## src/rtl/multicycle_pkg.sv

```systemverilog
// Shared encodings for the multi-cycle RV32I control FSM.
// States, opcodes, datapath select codes and the control word bundle.
package multicycle_pkg;

  typedef enum logic [3:0] {
    FETCH    = 4'd0,
    DECODE   = 4'd1,
    EXEC_R   = 4'd2,
    EXEC_I   = 4'd3,
    WB_ALU   = 4'd4,
    MEM_ADDR = 4'd5,
    MEM_RD   = 4'd6,
    WB_MEM   = 4'd7,
    MEM_WR   = 4'd8,
    BRANCH   = 4'd9,
    JAL      = 4'd10,
    JALR     = 4'd11,
    HALT     = 4'd12
  } state_t;

  localparam logic [6:0] OPC_R      = 7'b0110011;
  localparam logic [6:0] OPC_I      = 7'b0010011;
  localparam logic [6:0] OPC_LOAD   = 7'b0000011;
  localparam logic [6:0] OPC_STORE  = 7'b0100011;
  localparam logic [6:0] OPC_BRANCH = 7'b1100011;
  localparam logic [6:0] OPC_JAL    = 7'b1101111;
  localparam logic [6:0] OPC_JALR   = 7'b1100111;

  localparam logic [1:0] WBS_ALU = 2'd0;
  localparam logic [1:0] WBS_MEM = 2'd1;
  localparam logic [1:0] WBS_PC  = 2'd2;

  localparam logic [1:0] A_PC    = 2'd0;
  localparam logic [1:0] A_RS1   = 2'd1;
  localparam logic [1:0] A_OLDPC = 2'd2;

  localparam logic [1:0] B_RS2  = 2'd0;
  localparam logic [1:0] B_IMM  = 2'd1;
  localparam logic [1:0] B_FOUR = 2'd2;

  localparam logic [1:0] ALU_ADD   = 2'd0;
  localparam logic [1:0] ALU_CMP   = 2'd1;
  localparam logic [1:0] ALU_FUNCT = 2'd2;

  typedef struct packed {
    logic       mem_en;
    logic       mem_wr;
    logic       iord;
    logic       ir_we;
    logic       pc_we;
    logic       pc_src;
    logic       rf_we;
    logic [1:0] wb_sel;
    logic [1:0] alu_a_sel;
    logic [1:0] alu_b_sel;
    logic [1:0] alu_op;
  } ctrl_t;

  function automatic state_t decode_next(
    input logic [6:0] opc,
    input logic [2:0] f3
  );
    state_t n;
    unique case (1'b1)
      opc == OPC_R:      n = EXEC_R;
      opc == OPC_I:      n = EXEC_I;
      opc == OPC_LOAD,
      opc == OPC_STORE:  n = MEM_ADDR;
      opc == OPC_BRANCH: n = BRANCH;
      opc == OPC_JAL:    n = JAL;
      opc == OPC_JALR:   n = (f3 == 3'b000) ? JALR : HALT;
      default:           n = HALT;
    endcase
    return n;
  endfunction

endpackage

```

## src/rtl/multicycle_ctrl_if.sv

```systemverilog
// Control/status bundle between the FSM (master) and the datapath (slave).
// Carries IR fields, ALU flags, memory ready and every select/strobe.
interface multicycle_ctrl_if;
  logic [6:0] opcode;
  logic [2:0] funct3;
  logic       alu_zero;
  logic       alu_lt;
  logic       alu_ltu;
  logic       mem_ready;
  logic       mem_en;
  logic       mem_wr;
  logic       iord;
  logic       ir_we;
  logic       pc_we;
  logic       pc_src;
  logic       rf_we;
  logic [1:0] wb_sel;
  logic [1:0] alu_a_sel;
  logic [1:0] alu_b_sel;
  logic [1:0] alu_op;

  modport master (
    input  opcode, funct3,
    input  alu_zero, alu_lt, alu_ltu,
    input  mem_ready,
    output mem_en, mem_wr, iord,
    output ir_we, pc_we, pc_src, rf_we,
    output wb_sel, alu_a_sel,
    output alu_b_sel, alu_op
  );

  modport slave (
    output opcode, funct3,
    output alu_zero, alu_lt, alu_ltu,
    output mem_ready,
    input  mem_en, mem_wr, iord,
    input  ir_we, pc_we, pc_src, rf_we,
    input  wb_sel, alu_a_sel,
    input  alu_b_sel, alu_op
  );
endinterface

```

## src/rtl/multicycle_ctrl_branch_cond.sv

```systemverilog
// Branch outcome from funct3 and ALU compare flags.
// funct3 010/011 are not branches and are flagged as bad.
module branch_cond (
  input  logic [2:0] funct3,
  input  logic       alu_zero,
  input  logic       alu_lt,
  input  logic       alu_ltu,
  output logic       take,
  output logic       bad_funct3
);
  always_comb begin
    take       = 1'b0;
    bad_funct3 = 1'b0;
    unique case (funct3)
      3'b000: take = alu_zero;
      3'b001: take = !alu_zero;
      3'b100: take = alu_lt;
      3'b101: take = !alu_lt;
      3'b110: take = alu_ltu;
      3'b111: take = !alu_ltu;
      3'b010,
      3'b011: bad_funct3 = 1'b1;
    endcase
  end
endmodule

```

## src/rtl/multicycle_ctrl.sv

```systemverilog
// Main control FSM of the multi-cycle RV32I core.
// Define PERF_CNT_EN to build the cycle/instret counters.
module multicycle_ctrl
  import multicycle_pkg::*;
#(
  parameter int MEM_TIMEOUT = 0,
  parameter int CNT_W       = 32
) (
  input  logic             clk,
  input  logic             rst,
  multicycle_ctrl_if.master bus,
  output logic             halted,
  output logic [3:0]       state_out,
  output logic [CNT_W-1:0] cycle_cnt,
  output logic [CNT_W-1:0] instret_cnt
);
  localparam bit TO_EN = MEM_TIMEOUT > 0;
  localparam logic [31:0] TO_LAST =
    TO_EN ? 32'(MEM_TIMEOUT - 1) : 32'd0;

  state_t      state;
  state_t      nxt;
  ctrl_t       c;
  ctrl_t       cq;
  logic [31:0] wait_cnt;
  logic        take;
  logic        bad_f3;
  logic        mem_st;
  logic        tmo;

  branch_cond u_br (
    .funct3     (bus.funct3),
    .alu_zero   (bus.alu_zero),
    .alu_lt     (bus.alu_lt),
    .alu_ltu    (bus.alu_ltu),
    .take       (take),
    .bad_funct3 (bad_f3)
  );

  assign mem_st = state inside {FETCH, MEM_RD, MEM_WR};
  assign tmo    = TO_EN && mem_st && !bus.mem_ready
                  && (wait_cnt == TO_LAST);

  always_comb begin
    c   = '0;
    nxt = state;
    unique case (state)
      FETCH: begin
        c.mem_en    = 1'b1;
        c.alu_b_sel = B_FOUR;
        if (bus.mem_ready) begin
          c.ir_we = 1'b1;
          c.pc_we = 1'b1;
          nxt     = DECODE;
        end
      end
      DECODE: begin
        c.alu_a_sel = A_OLDPC;
        c.alu_b_sel = B_IMM;
        nxt = decode_next(bus.opcode, bus.funct3);
      end
      EXEC_R: begin
        c.alu_a_sel = A_RS1;
        c.alu_b_sel = B_RS2;
        c.alu_op    = ALU_FUNCT;
        nxt         = WB_ALU;
      end
      EXEC_I: begin
        c.alu_a_sel = A_RS1;
        c.alu_b_sel = B_IMM;
        c.alu_op    = ALU_FUNCT;
        nxt         = WB_ALU;
      end
      WB_ALU: begin
        c.rf_we  = 1'b1;
        c.wb_sel = WBS_ALU;
        nxt      = FETCH;
      end
      MEM_ADDR: begin
        c.alu_a_sel = A_RS1;
        c.alu_b_sel = B_IMM;
        nxt = (bus.opcode == OPC_LOAD) ? MEM_RD : MEM_WR;
      end
      MEM_RD: begin
        c.mem_en = 1'b1;
        c.iord   = 1'b1;
        if (bus.mem_ready) nxt = WB_MEM;
      end
      WB_MEM: begin
        c.rf_we  = 1'b1;
        c.wb_sel = WBS_MEM;
        nxt      = FETCH;
      end
      MEM_WR: begin
        c.mem_en = 1'b1;
        c.mem_wr = 1'b1;
        c.iord   = 1'b1;
        if (bus.mem_ready) nxt = FETCH;
      end
      BRANCH: begin
        c.alu_a_sel = A_RS1;
        c.alu_b_sel = B_RS2;
        c.alu_op    = ALU_CMP;
        c.pc_src    = 1'b1;
        c.pc_we     = take;
        nxt         = bad_f3 ? HALT : FETCH;
      end
      JAL: begin
        c.rf_we  = 1'b1;
        c.wb_sel = WBS_PC;
        c.pc_we  = 1'b1;
        c.pc_src = 1'b1;
        nxt      = FETCH;
      end
      JALR: begin
        c.alu_a_sel = A_RS1;
        c.alu_b_sel = B_IMM;
        c.rf_we     = 1'b1;
        c.wb_sel    = WBS_PC;
        c.pc_we     = 1'b1;
        nxt         = FETCH;
      end
      HALT:    nxt = HALT;
      default: nxt = HALT;
    endcase
    if (tmo) nxt = HALT;
  end

  // Any state change restarts the memory wait count.
  always_ff @(posedge clk or posedge rst) begin
    if (rst) begin
      state    <= FETCH;
      wait_cnt <= '0;
    end else begin
      state    <= nxt;
      wait_cnt <= (nxt != state) ? 32'd0
                                 : wait_cnt + 32'd1;
    end
  end

  assign cq            = rst ? '0 : c;
  assign bus.mem_en    = cq.mem_en;
  assign bus.mem_wr    = cq.mem_wr;
  assign bus.iord      = cq.iord;
  assign bus.ir_we     = cq.ir_we;
  assign bus.pc_we     = cq.pc_we;
  assign bus.pc_src    = cq.pc_src;
  assign bus.rf_we     = cq.rf_we;
  assign bus.wb_sel    = cq.wb_sel;
  assign bus.alu_a_sel = cq.alu_a_sel;
  assign bus.alu_b_sel = cq.alu_b_sel;
  assign bus.alu_op    = cq.alu_op;
  assign halted        = !rst && (state == HALT);
  assign state_out     = state;

`ifdef PERF_CNT_EN
  logic retire;
  assign retire = (nxt == FETCH) && (state inside
    {WB_ALU, WB_MEM, MEM_WR, BRANCH, JAL, JALR});

  always_ff @(posedge clk or posedge rst) begin
    if (rst) begin
      cycle_cnt   <= '0;
      instret_cnt <= '0;
    end else begin
      cycle_cnt <= cycle_cnt + 1'b1;
      if (retire) instret_cnt <= instret_cnt + 1'b1;
    end
  end
`else
  assign cycle_cnt   = '0;
  assign instret_cnt = '0;
`endif

endmodule

```

## src/flat_wrapper.sv

```systemverilog
// flat-port wrapper written by rule: the top's interface ports become plain ports
module multicycle_ctrl_flat import multicycle_pkg::*;
#(
  parameter int MEM_TIMEOUT = 0,
  parameter int CNT_W       = 32
)
  (clk, rst, halted, state_out, cycle_cnt, instret_cnt, bus_opcode, bus_funct3, bus_alu_zero, bus_alu_lt, bus_alu_ltu, bus_mem_ready, bus_mem_en, bus_mem_wr, bus_iord, bus_ir_we, bus_pc_we, bus_pc_src, bus_rf_we, bus_wb_sel, bus_alu_a_sel, bus_alu_b_sel, bus_alu_op);
  multicycle_ctrl_if bus_i ();
  input  logic clk;
  input  logic rst;
  output logic halted;
  output logic [3:0] state_out;
  output logic [CNT_W-1:0] cycle_cnt;
  output logic [CNT_W-1:0] instret_cnt;
  input wire logic [$bits(bus_i.opcode)-1:0] bus_opcode;
  input wire logic [$bits(bus_i.funct3)-1:0] bus_funct3;
  input wire logic [$bits(bus_i.alu_zero)-1:0] bus_alu_zero;
  input wire logic [$bits(bus_i.alu_lt)-1:0] bus_alu_lt;
  input wire logic [$bits(bus_i.alu_ltu)-1:0] bus_alu_ltu;
  input wire logic [$bits(bus_i.mem_ready)-1:0] bus_mem_ready;
  output wire logic [$bits(bus_i.mem_en)-1:0] bus_mem_en;
  output wire logic [$bits(bus_i.mem_wr)-1:0] bus_mem_wr;
  output wire logic [$bits(bus_i.iord)-1:0] bus_iord;
  output wire logic [$bits(bus_i.ir_we)-1:0] bus_ir_we;
  output wire logic [$bits(bus_i.pc_we)-1:0] bus_pc_we;
  output wire logic [$bits(bus_i.pc_src)-1:0] bus_pc_src;
  output wire logic [$bits(bus_i.rf_we)-1:0] bus_rf_we;
  output wire logic [$bits(bus_i.wb_sel)-1:0] bus_wb_sel;
  output wire logic [$bits(bus_i.alu_a_sel)-1:0] bus_alu_a_sel;
  output wire logic [$bits(bus_i.alu_b_sel)-1:0] bus_alu_b_sel;
  output wire logic [$bits(bus_i.alu_op)-1:0] bus_alu_op;
  assign bus_i.opcode = bus_opcode;
  assign bus_i.funct3 = bus_funct3;
  assign bus_i.alu_zero = bus_alu_zero;
  assign bus_i.alu_lt = bus_alu_lt;
  assign bus_i.alu_ltu = bus_alu_ltu;
  assign bus_i.mem_ready = bus_mem_ready;
  assign bus_mem_en = bus_i.mem_en;
  assign bus_mem_wr = bus_i.mem_wr;
  assign bus_iord = bus_i.iord;
  assign bus_ir_we = bus_i.ir_we;
  assign bus_pc_we = bus_i.pc_we;
  assign bus_pc_src = bus_i.pc_src;
  assign bus_rf_we = bus_i.rf_we;
  assign bus_wb_sel = bus_i.wb_sel;
  assign bus_alu_a_sel = bus_i.alu_a_sel;
  assign bus_alu_b_sel = bus_i.alu_b_sel;
  assign bus_alu_op = bus_i.alu_op;
  multicycle_ctrl #(.MEM_TIMEOUT(MEM_TIMEOUT), .CNT_W(CNT_W)) u_core (.clk(clk), .rst(rst), .bus(bus_i), .halted(halted), .state_out(state_out), .cycle_cnt(cycle_cnt), .instret_cnt(instret_cnt));
endmodule
```

## config.mk

```make
export PLATFORM = sky130hd
export DESIGN_NAME = multicycle_ctrl_flat
export DESIGN_NICKNAME = d
export VERILOG_FILES = /design/src/rtl/multicycle_pkg.sv /design/src/rtl/multicycle_ctrl_if.sv /design/src/rtl/multicycle_ctrl_branch_cond.sv /design/src/rtl/multicycle_ctrl.sv /design/src/flat_wrapper.sv
export SDC_FILE = /design/constraint.sdc
export NUM_CORES = 1
export LEC_CHECK = 0
export CAP_MARGIN = 20
export CORE_ASPECT_RATIO = 1.4
export CORE_UTILIZATION = 34
export CTS_CLUSTER_DIAMETER = 200
export DETAILED_ROUTE_END_ITERATION = 10
export PLACE_DENSITY = 0.91
export SYNTH_ARGS = -nofsm -noshare
export SYNTH_HDL_FRONTEND = slang
export SYNTH_SLANG_ARGS = --single-unit
export TNS_END_PERCENT = 20
```

## constraint.sdc

```tcl
create_clock -name clk -period 3.1 [get_ports clk]
set_input_delay 0.775 -clock clk [delete_from_list [all_inputs] [get_ports clk]]
set_output_delay 0.775 -clock clk [all_outputs]
set_load 0.01 [all_outputs]
```

==> flow_summary.ini, run 1 <==
[layout]
utilization_pct = 42.8
nets = 220
diodes = 0
largest_reg_flops = 4
area.growth.synth_to_final_pct = 19.4
drive_gt1_share_pct = 6.44

[cts]
htreeDepth = 1
clock_latency_ns = 0.21
clock-sinks = 4
cts_tree = yes
cts_buffer_depth = 2
clockRootBuffer = clkbuf_8
cts-buffers-inserted = 3
clkSlewWorstSetupHoldPaths_ns = 0.03
cts_setup_buffers = 0

[floorplanning]
fp.dieW_um = 50.7
start_util_pct = 35.8
die_height_um = 70.2
num_rows = 24
coreArea_um2 = 3150
pin_count = 100
dieArea_um2 = 3560

[placement]
gp_congestion = 0.831
io_buffers = 35
dpl.hpwl_um = 1830

[yosys]
synth-edff-count = 0
synth.top_cells.by_area = buf_4, dfrtp_1, nor2_1
synthCells = 165
syn_area_per_cell_um2 = 6.85
ys_async_sr_fraction_pct = 100
synth.largest_area_cell = buf_4
yosysTopAreaCellShare_pct = 42.5
ys_seq_area_share_pct = 8.86
ys.flop_type = dfrtp_1
synth-seq-cells = 4
synth_warnings = 0
syn_area_um2 = 1130
synth_cell_types = 33

[power_and_ir_drop]
ir_drop_mv = 0.305
p_clk_share_pct = 17.1
pwr-share-comb_pct = 60.7
sw_frac_of_total_pct = 46.4
internal-power_uw = 337
power_leakage_nw = 0.617
p_per_area_nw_per_um2 = 467
switchingPower_uw = 292
seq_power_share_pct = 22.2

[setup_path]
worstPathArrival_ns = 2.23
required_ns = 2.32
crit_path_end_kind = primary output
worstReg2RegStart = u_core.state_out[1]$_DFFE_PP0P_
ff2ff_path_depth = 5
r2r_end = u_core.state_out[2]$_DFFE_PP0P_
reg2reg_slack_ns = 1.29
critPathMaxFanout = 2
crit_path_start_kind = input pin
critPathKind = in -> out

[global_route]
grt_max_degree = 17
grt_pass1_wl_um = 3590
grt_pass1_vias = 865
globalRouteTotalUtil_pct = 12.9
antenna_found_initial = 0
overflow = 0

[detailed_routing]
routed_wl_um = 2200
vias = 1023
wire_per_inst_um = 9.11
drc = 0
drt_iter0_drc = 10
drtPass1Iterations = 4
detail-route-antenna-nets = 0
via_per_inst = 4.24

[timing]
hold_violations = 0
min_period_over_period_pct = 96.9
rsz0062_at_grt = no
fin_tns_setup_ns = 0
fmax_ghz = 0.333
finClkSkew_ns = 0.00232
max-slew-margin-rel_pct = 61.9
period_needed_ns = 3.00
setup-violations-final = 0
tightest_slew_ns = 0.566
finalMaxSlewViolations = 0

[worst_hold_path]
hold-path-endpoint = u_core.state_out[0]$_DFFE_PP0P_
min_path_type = reg -> reg
min_path_cells = 1
min_from = u_core.state_out[3]$_DFFE_PP0P_

[outcome]
status = finished, final reports clean

[job]
drv_cap = 0
-- power groups by stage --
stage | Clock [mW] | Sequential (mW) | Combinational [mW]
after floorplan | 0 | 0.100 | 0.317
after global placement | 0 | 0.135 | 0.373
after detailed placement | 0 | 0.138 | 0.383
after CTS | 0.110 | 0.138 | 0.383
after global routing | 0.116 | 0.146 | 0.425
final | 0.108 | 0.139 | 0.382
-- final cells by class --
class / instances / area, um2
repair buffers: 41 / 395
clock buffers: 3 / 41.3
fillers: 339 / 1800
multi-input cells: 151 / 752
inverters: 3 / 11.3
well taps: 39 / 48.8
flip-flops and latches: 4 / 100
-- layout by cell type, fill, tap and decap left out, types with 2 or more instances in the layout --
cell type	synthesis	layout
conb_1	1	64
a211oi_1	2	2
nand2b_1	7	7
inv_1	3	3
o31ai_1	2	2
dfrtp_1	4	4
o21ai_0	4	4
nor2b_1	2	2
nor3_1	8	8
a21oi_1	4	4
nand3b_1	2	2
nand2_1	14	14
clkdlybuf4s50_1	0	34
a31oi_1	3	3
xor2_1	3	3
nor4_1	3	3
buf_4	64	6
clkbuf_8	0	3
o21ai_1	2	2
nor2_1	17	17
-- synthesized netlist by cell type, drive strengths merged, types with 3 or more instances --
master and instances:
a211oi 3, a21oi 4, inv 3, nor4 3, nand2b 7, nand2 14
nor3 9, buf 64, a31oi 3, clkbuf 6, dfrtp 4, nor2 17
o21ai 6, xor2 3
-- logic make-up (layout without fill, tap and decap cells) --
group                  Yosys count  after routing  synth area share (%)
buffers and inverters           73             47                  45.5
AND/OR/NAND/NOR                 60             60                  26.9
AO/OA/AOI/OAI                   23             23                  15.2
flip-flops                       4              4                  8.86
XOR/XNOR                         3              3                  2.33
other                            1             64                 0.332
multiplexers                     1              1                 0.886
-- per-layer routing --
metal,vias up,wire (um),part of all wire [%],track usage [%]
li1,501,-,-,-
met1,448,801,36,12.9
met2,72,1200,55,24.1
met3,2,168,7.7,4.36
met4,0,27,1.2,4.01
met5,-,0,0,0
-- through the flow --
step | instances | hold slack, ns | instance area (um2) | setup slack [ns] | power, mW
2_1_floorplan | 228 | 0.565 | 1370 | 0.818 | 0.417
6_report | 241 | 0.776 | 1350 | 0.0963 | 0.630
3_5_place_dp | 238 | 0.754 | 1310 | -0.234 | 0.522
4_1_cts | 241 | 0.757 | 1350 | 0.0500 | 0.630
5_1_grt | 241 | 0.802 | 1350 | 0.00591 | 0.688
3_3_place_gp | 238 | 0.745 | 1310 | -0.186 | 0.508
-- worst max-delay path: stages --
cell and delay (ns):
clkdlybuf4s50_1 0.49, mux2i_1 0.22, xor2_1 0.08, o21ai_1 0.13, a31oi_1 0.09, nor3_1 0.17
clkdlybuf4s15_1 0.27
-- worst max-delay path by stage --
| stage | startpoint | end | slack, ns | depth (start not counted) |
|---|---|---|---|---|
| after global routing | bus_funct3[2] | bus_pc_we | 0.006 | 7 |
| after detailed placement | bus_funct3[2] | bus_pc_we | -0.23 | 7 |
| after CTS | bus_funct3[2] | bus_pc_we | 0.05 | 7 |
| after floorplan | bus_funct3[2] | bus_pc_we | 0.82 | 5 |
| after global placement | bus_funct3[2] | bus_pc_we | -0.19 | 7 |
| final | bus_funct3[2] | bus_pc_we | 0.1 | 7 |
-- timing repair --
| action | in CTS | in global routing |
|---|---|---|
| gates resized for setup | 1 | 1 |
| hold endpoints to repair | 0 | 0 |
| pin swaps | 0 | 0 |
| hold buffers | 0 | 0 |
| setup endpoints to repair | 1 | 1 |
No activity file was read; power rests on OpenSTA's default activity.
==> run 2: changes to the inputs <==
CORE_MARGIN = 5   (was not set)
==> flow_summary.ini, run 2 (synthesis results as in run 1) <==
[detailed_routing]
route.met2.wl_um = 1290
met1_length_um = 868
routed_wl_um = 2580
drt_iter0_drc = 24
drtPass1Iterations = 4
wire_per_inst_um = 10.7
via_per_inst = 4.27
vias = 1029
dr.max_layer_used = met4
met3_length_um = 375
detail-route-antenna-nets = 0
drc = 0

[setup_path]
ff2ff_path_depth = 5
critPathKind = in -> out
worstPathArrival_ns = 2.19
worstReg2RegStart = u_core.state_out[0]$_DFFE_PP0P_
crit_path_start_kind = input pin
reg2reg_slack_ns = 1.35
required_ns = 2.32
r2r_end = u_core.state_out[2]$_DFFE_PP0P_
critPathMaxFanout = 10
crit_path_end_kind = primary output

[layout]
largest_reg_flops = 4
drive_gt1_share_pct = 6.93
area.growth.synth_to_final_pct = 18.9
n_fill_cell = 316
nets = 220
final_common_cell = conb_1
layout_common_cells = conb_1, clkdlybuf4s50_1, nor2_1
diodes = 0
utilization_pct = 42.6

[worst_hold_path]
min_path_type = reg -> reg
min_from = u_core.state_out[3]$_DFFE_PP0P_
min_path_cells = 1
hold-path-endpoint = u_core.state_out[0]$_DFFE_PP0P_

[timing]
setup-violations-final = 0
period_needed_ns = 2.96
fin_tns_setup_ns = 0
hold_violations = 0
rsz0062_at_grt = no
min_period_over_period_pct = 95.5
finClkSkew_ns = 0.00155
tightest_slew_ns = 0.624
fmax_ghz = 0.338
max-slew-margin-rel_pct = 58.0
setup_slack_ns = 0.140
finalMaxSlewViolations = 0

[cts]
clock-sinks = 4
clock_latency_ns = 0.22
cts_hold_buf = 0
clockRootBuffer = clkbuf_8
clkSlewWorstSetupHoldPaths_ns = 0.03
cts-buffers-inserted = 3
htreeDepth = 1
cts_setup_buffers = 0
cts_buffer_depth = 2
cts_tree = yes

[power_and_ir_drop]
ir_drop_mv = 0.211
p_total_uw = 633
p_per_area_nw_per_um2 = 471
power_leakage_nw = 0.617

[global_route]
grt_max_degree = 17
overflow = 0
globalRouteTotalUtil_pct = 9.88
grt_pass1_vias = 893
grt_pass1_wl_um = 3730
antenna_found_initial = 0

[placement]
dpl.hpwl_um = 2170
io_buffers = 35
gp_congestion = 0.831
pre_cts_ws_ns = -0.252

[job]
drv_cap = 0

[floorplanning]
dieArea_um2 = 4590
die_height_um = 78.2
pin_count = 100
coreArea_um2 = 3150
start_util_pct = 35.8
num_rows = 24
fp.dieW_um = 58.7

[outcome]
status = finished, final reports clean
run 2: cell count changes in the layout (fill, tap and decap cells not counted), sizes merged:
cell and delta:
clkbuf +1, clkdlybuf4s15 -1
run 2: critical path, cell delays in order:
cell and delay (ns):
clkdlybuf4s50_1 0.42, buf_4 0.18, nor4_1 0.23, clkdlybuf4s50_1 0.58
run 2: how the worst max path moves through the flow:
stage                       endpoint  depth (start not counted)     startpoint
after floorplan            bus_pc_we                          5  bus_funct3[2]
after global placement     bus_pc_we                          7  bus_funct3[2]
after detailed placement   bus_pc_we                          7  bus_funct3[2]
after CTS                  bus_pc_we                          7  bus_funct3[2]
after global routing       bus_pc_we                          7  bus_funct3[2]
final                     bus_mem_wr                          4            rst
run 2: final cells by class:
cell class	count	area (um2)	share of cell area, %
inverters	3	11.3	0.838
flip-flops and latches	4	100	7.45
well taps	39	48.8	3.63
repair buffers	41	390	29.1
clock buffers	3	41.3	3.07
multi-input cells	151	752	56.0
run 2: power breakdown:
group	switching, mW	internal (mW)	total, mW
registers	0.0693	0.0687	0.138
clock network	0.0282	0.0829	0.111
logic	0.199	0.185	0.384
total	0.296	0.336	0.633
run 2: through the flow:
stage,instances,hold slack [ns],area (um2)
2_1_floorplan,228,0.565,1370
3_3_place_gp,238,0.765,1310
3_5_place_dp,238,0.767,1310
4_1_cts,241,0.772,1350
5_1_grt,241,0.832,1340
6_report,241,0.769,1340
run 2: routing by layer:
metal,GRT usage (%),up-vias
li1,-,502
met1,10.3,447
met2,18.7,74
met3,1.31,6
met4,4.54,0
met5,0,-
run 2: what timing repair did:
action	CTS	global route
endpoints found under the setup margin	1	1
gates cloned	0	0
gates resized for setup	1	3
==> RTL change 1 (settings of run 1) <==
`CNT_W` is set to 32 in 2 places; all go to 28.
--- a/src/rtl/multicycle_ctrl.sv
+++ b/src/rtl/multicycle_ctrl.sv
@@ -5,5 +5,5 @@
 #(
   parameter int MEM_TIMEOUT = 0,
-  parameter int CNT_W       = 32
+  parameter int CNT_W       = 28
 ) (
   input  logic             clk,
--- a/src/flat_wrapper.sv
+++ b/src/flat_wrapper.sv
@@ -3,5 +3,5 @@
 #(
   parameter int MEM_TIMEOUT = 0,
-  parameter int CNT_W       = 32
+  parameter int CNT_W       = 28
 )
   (clk, rst, halted, state_out, cycle_cnt, instret_cnt, bus_opcode, bus_funct3, bus_alu_zero, bus_alu_lt, bus_alu_ltu, bus_mem_ready, bus_mem_en, bus_mem_wr, bus_iord, bus_ir_we, bus_pc_we, bus_pc_src, bus_rf_we, bus_wb_sel, bus_alu_a_sel, bus_alu_b_sel, bus_alu_op);
Interface: changed (resized cycle_cnt and instret_cnt); port bits go from 100 to 92. The function was not compared with the original's and may differ.
==> RTL change 1 against run 1 <==
Synthesized area is 5.3% lower. Core utilization is 1.9 points higher. Design area is 2.8% lower. Largest power group unchanged. First-iteration DRC count is 90% higher. Routed wire length is 3.2% lower. Setup slack better by 0.031 ns. Total power is 1.4% lower. Sequential cell count stayed put. Critical endpoint is now bus_alu_op[1].
==> RTL change 1: results (changes against run 1) <==
metric,value,unit,change
grt_usage,0.125,,-0.00400
holdWs,0.769,ns,-0.00691 ns
gp_congestion,0.818,,-1.6%
layout-drive-gt1-share,0.0722,,+0.00781
fin_nets,212,,-3.6%
syn_avg_cell_area,6.81,um^2,-0.49%
skew,0.00253,ns,+0.000205 ns
drt_iter0_drc,19,,+9
wl_per_cell,9.19,um,+0.95%
rrSetupSlack,1.31,ns,+0.02 ns
grt_pass1_wl,3330,um,-7.3%
worst-endpoint-arrival,2.20,ns,-0.03 ns
synth_compound_area_frac,0.160,,+0.00852
worstPathMaxFanout,5,,+3
grt_pass1_vias,774,,-11%
placed_cell_area,0.00127,mm^2,-2.5%
status,"complete, no violations",,
synthTopCellsByCount,"56 x buf_4, 17 x nor2_1, 14 x nand2_1",,
hold_class,reg2reg,,
max_stage_delay,0.56,ns,+0.07 ns
synth-xor-area-share,0.0246,,+0.00131
ir_drop,0.189,mV,-38%
dp_hpwl,1740,um,-4.7%
yosysSeqAreaShare,0.0936,,+0.00497
via_per_inst,4.28,,+0.86%
p_sw_frac,0.459,,-0.00514
fillers,301,,-11%
fin_cells,231,,-4.1%
postSynth.asyncResetShare,1.00,,unchanged
synthMuxAreaShare,0.00936,,+0.000497
p_switching,0.285,mW,-2.5%
[RTL change 1: layout make-up]
class / instances / share of cell area
multi-input combinational: 143 / 0.551
timing repair buffer: 41 / 0.298
sequential: 4 / 0.0763
tap: 37 / 0.0353
clock buffer: 3 / 0.0315
inverter: 3 / 0.00859
[RTL change 1: how the worst max path moves through the flow]
stage,startpoint,to,cells past startpoint
final,rst,bus_alu_op[1],5
after global routing,rst,bus_alu_op[1],5
after CTS,bus_funct3[2],bus_pc_we,7
after detailed placement,bus_funct3[2],bus_pc_we,7
after global placement,bus_funct3[2],bus_pc_we,7
after floorplan,bus_funct3[2],bus_pc_we,5
[RTL change 1: metal layers]
metal  wire, um  global-route usage
met1        838               0.134
met2       1150               0.250
met3        138             0.00889
met4          0              0.0536
met5          0                   0
[RTL change 1: metrics by stage]
stage                     worst slack [ns]  utilization
after floorplan                      0.818            -
after global placement              -0.191        0.434
after detailed placement            -0.230        0.434
after CTS                           0.0540        0.448
after global routing                0.0386        0.447
final                                0.128        0.447
==> RTL change 2 (config.mk and constraints of run 1) <==
Without the edit above. Add a define of `PERF_CNT_EN`.
--- a/src/rtl/multicycle_ctrl.sv
+++ b/src/rtl/multicycle_ctrl.sv
@@ -1,4 +1,6 @@
 // Main control FSM of the multi-cycle RV32I core.
 // Define PERF_CNT_EN to build the cycle/instret counters.
+`define PERF_CNT_EN
+
 module multicycle_ctrl
   import multicycle_pkg::*;
Function: changed (a bounded check fails within 4 cycles, from zero or initial values and one cycle with rst high).
==> RTL change 2 against run 1 <==
Synthesized cell count increased by 120%. Hold slack got worse by 0.30 ns. Clock skew is 0.0053 ns higher. Sequential cell count grew 64. Global-route usage rose by 4.8 points. Via count rose to 3.1 times the old value. Routed wire length grew to 4.2 times the old value. Setup slack got worse by 0.0022 ns. Total power increased to 4.3 times the old value. First-iteration DRC count grew to 12 times the old value. Synthesized area rose to 3.2 times the old value. Register-to-register slack got worse by 0.21 ns. Critical path depth is the same. Design area grew to 3.8 times the old value. Critical endpoint unchanged. Largest cell class unchanged. Largest power group is now registers.
==> RTL change 2: results (changes against run 1) <==
metric,value,unit,change
status,"complete, no violations",,
worstSkewPairLatency,0.32,ns,+0.11 ns
drt_iter0_drc,117,,+107
route.vias.total,3161,,+210%
synth_compound_area_frac,0.0439,,-0.108
root_buffer,clkbuf_16,,
fin_nets,486,,+120%
dp_hpwl,6790,um,+270%
yosysSeqAreaShare,0.477,,+0.389
p_comb,0.682,mW,+79%
synth_area_leaders,"dfrtp_1 48%, xnor2_1 8.6%, xor2_1 7.4%",,
io_buffers,99,,+180%
synthTopCellsByCount,"68 x dfrtp_1, 37 x nand2_1, 35 x xnor2_1",,
place_ws,-0.357,ns,-0.123 ns
dp_cells,592,,+150%
clk_pin_slew,0.06,ns,+0.03 ns
grt_pass1_wl,15000,um,+320%
reg2regPathDepth,6,,+1
htree_levels,3,,+2
wl,9120,um,+320%
wl_met2,4620,um,+290%
layout-drive-gt1-share,0.116,,+0.0519
syn_avg_cell_area,10.0,um^2,+47%
wl_per_cell,15.0,um,+65%
synth_fa_ha_area_frac,0.00702,,+0.00702
[RTL change 2: worst paths after layout]
kind | from | to | slack (ns)
min in group asynchronous | rst | u_core.state_out[2] | 0.61
worst min register to register | u_core.instret_cnt[31] | u_core.instret_cnt[31] | 0.48
worst max-delay path | bus_funct3[2] | bus_pc_we | 0.09
worst min-delay path | u_core.instret_cnt[31] | u_core.instret_cnt[31] | 0.48
worst max register to register | u_core.cycle_cnt[0] | u_core.cycle_cnt[22] | 1.08
max in group asynchronous | rst | u_core.instret_cnt[27] | 1.48
[RTL change 2: cell type report]
type | count | area, um^2
sequential | 68 | 1700
tap | 135 | 169
inverter | 11 | 45.0
multi-input combinational | 268 | 1790
clock buffer | 9 | 225
fill | 885 | 4990
clock inverter | 7 | 75.1
timing repair buffer | 110 | 1070
[RTL change 2: critical path, stage by stage]
cell and delay, ns:
clkdlybuf4s50_1 0.50, mux2i_1 0.22, xor2_1 0.18, o21ai_1 0.08, a211oi_1 0.25, nor4_1 0.08
buf_2 0.15
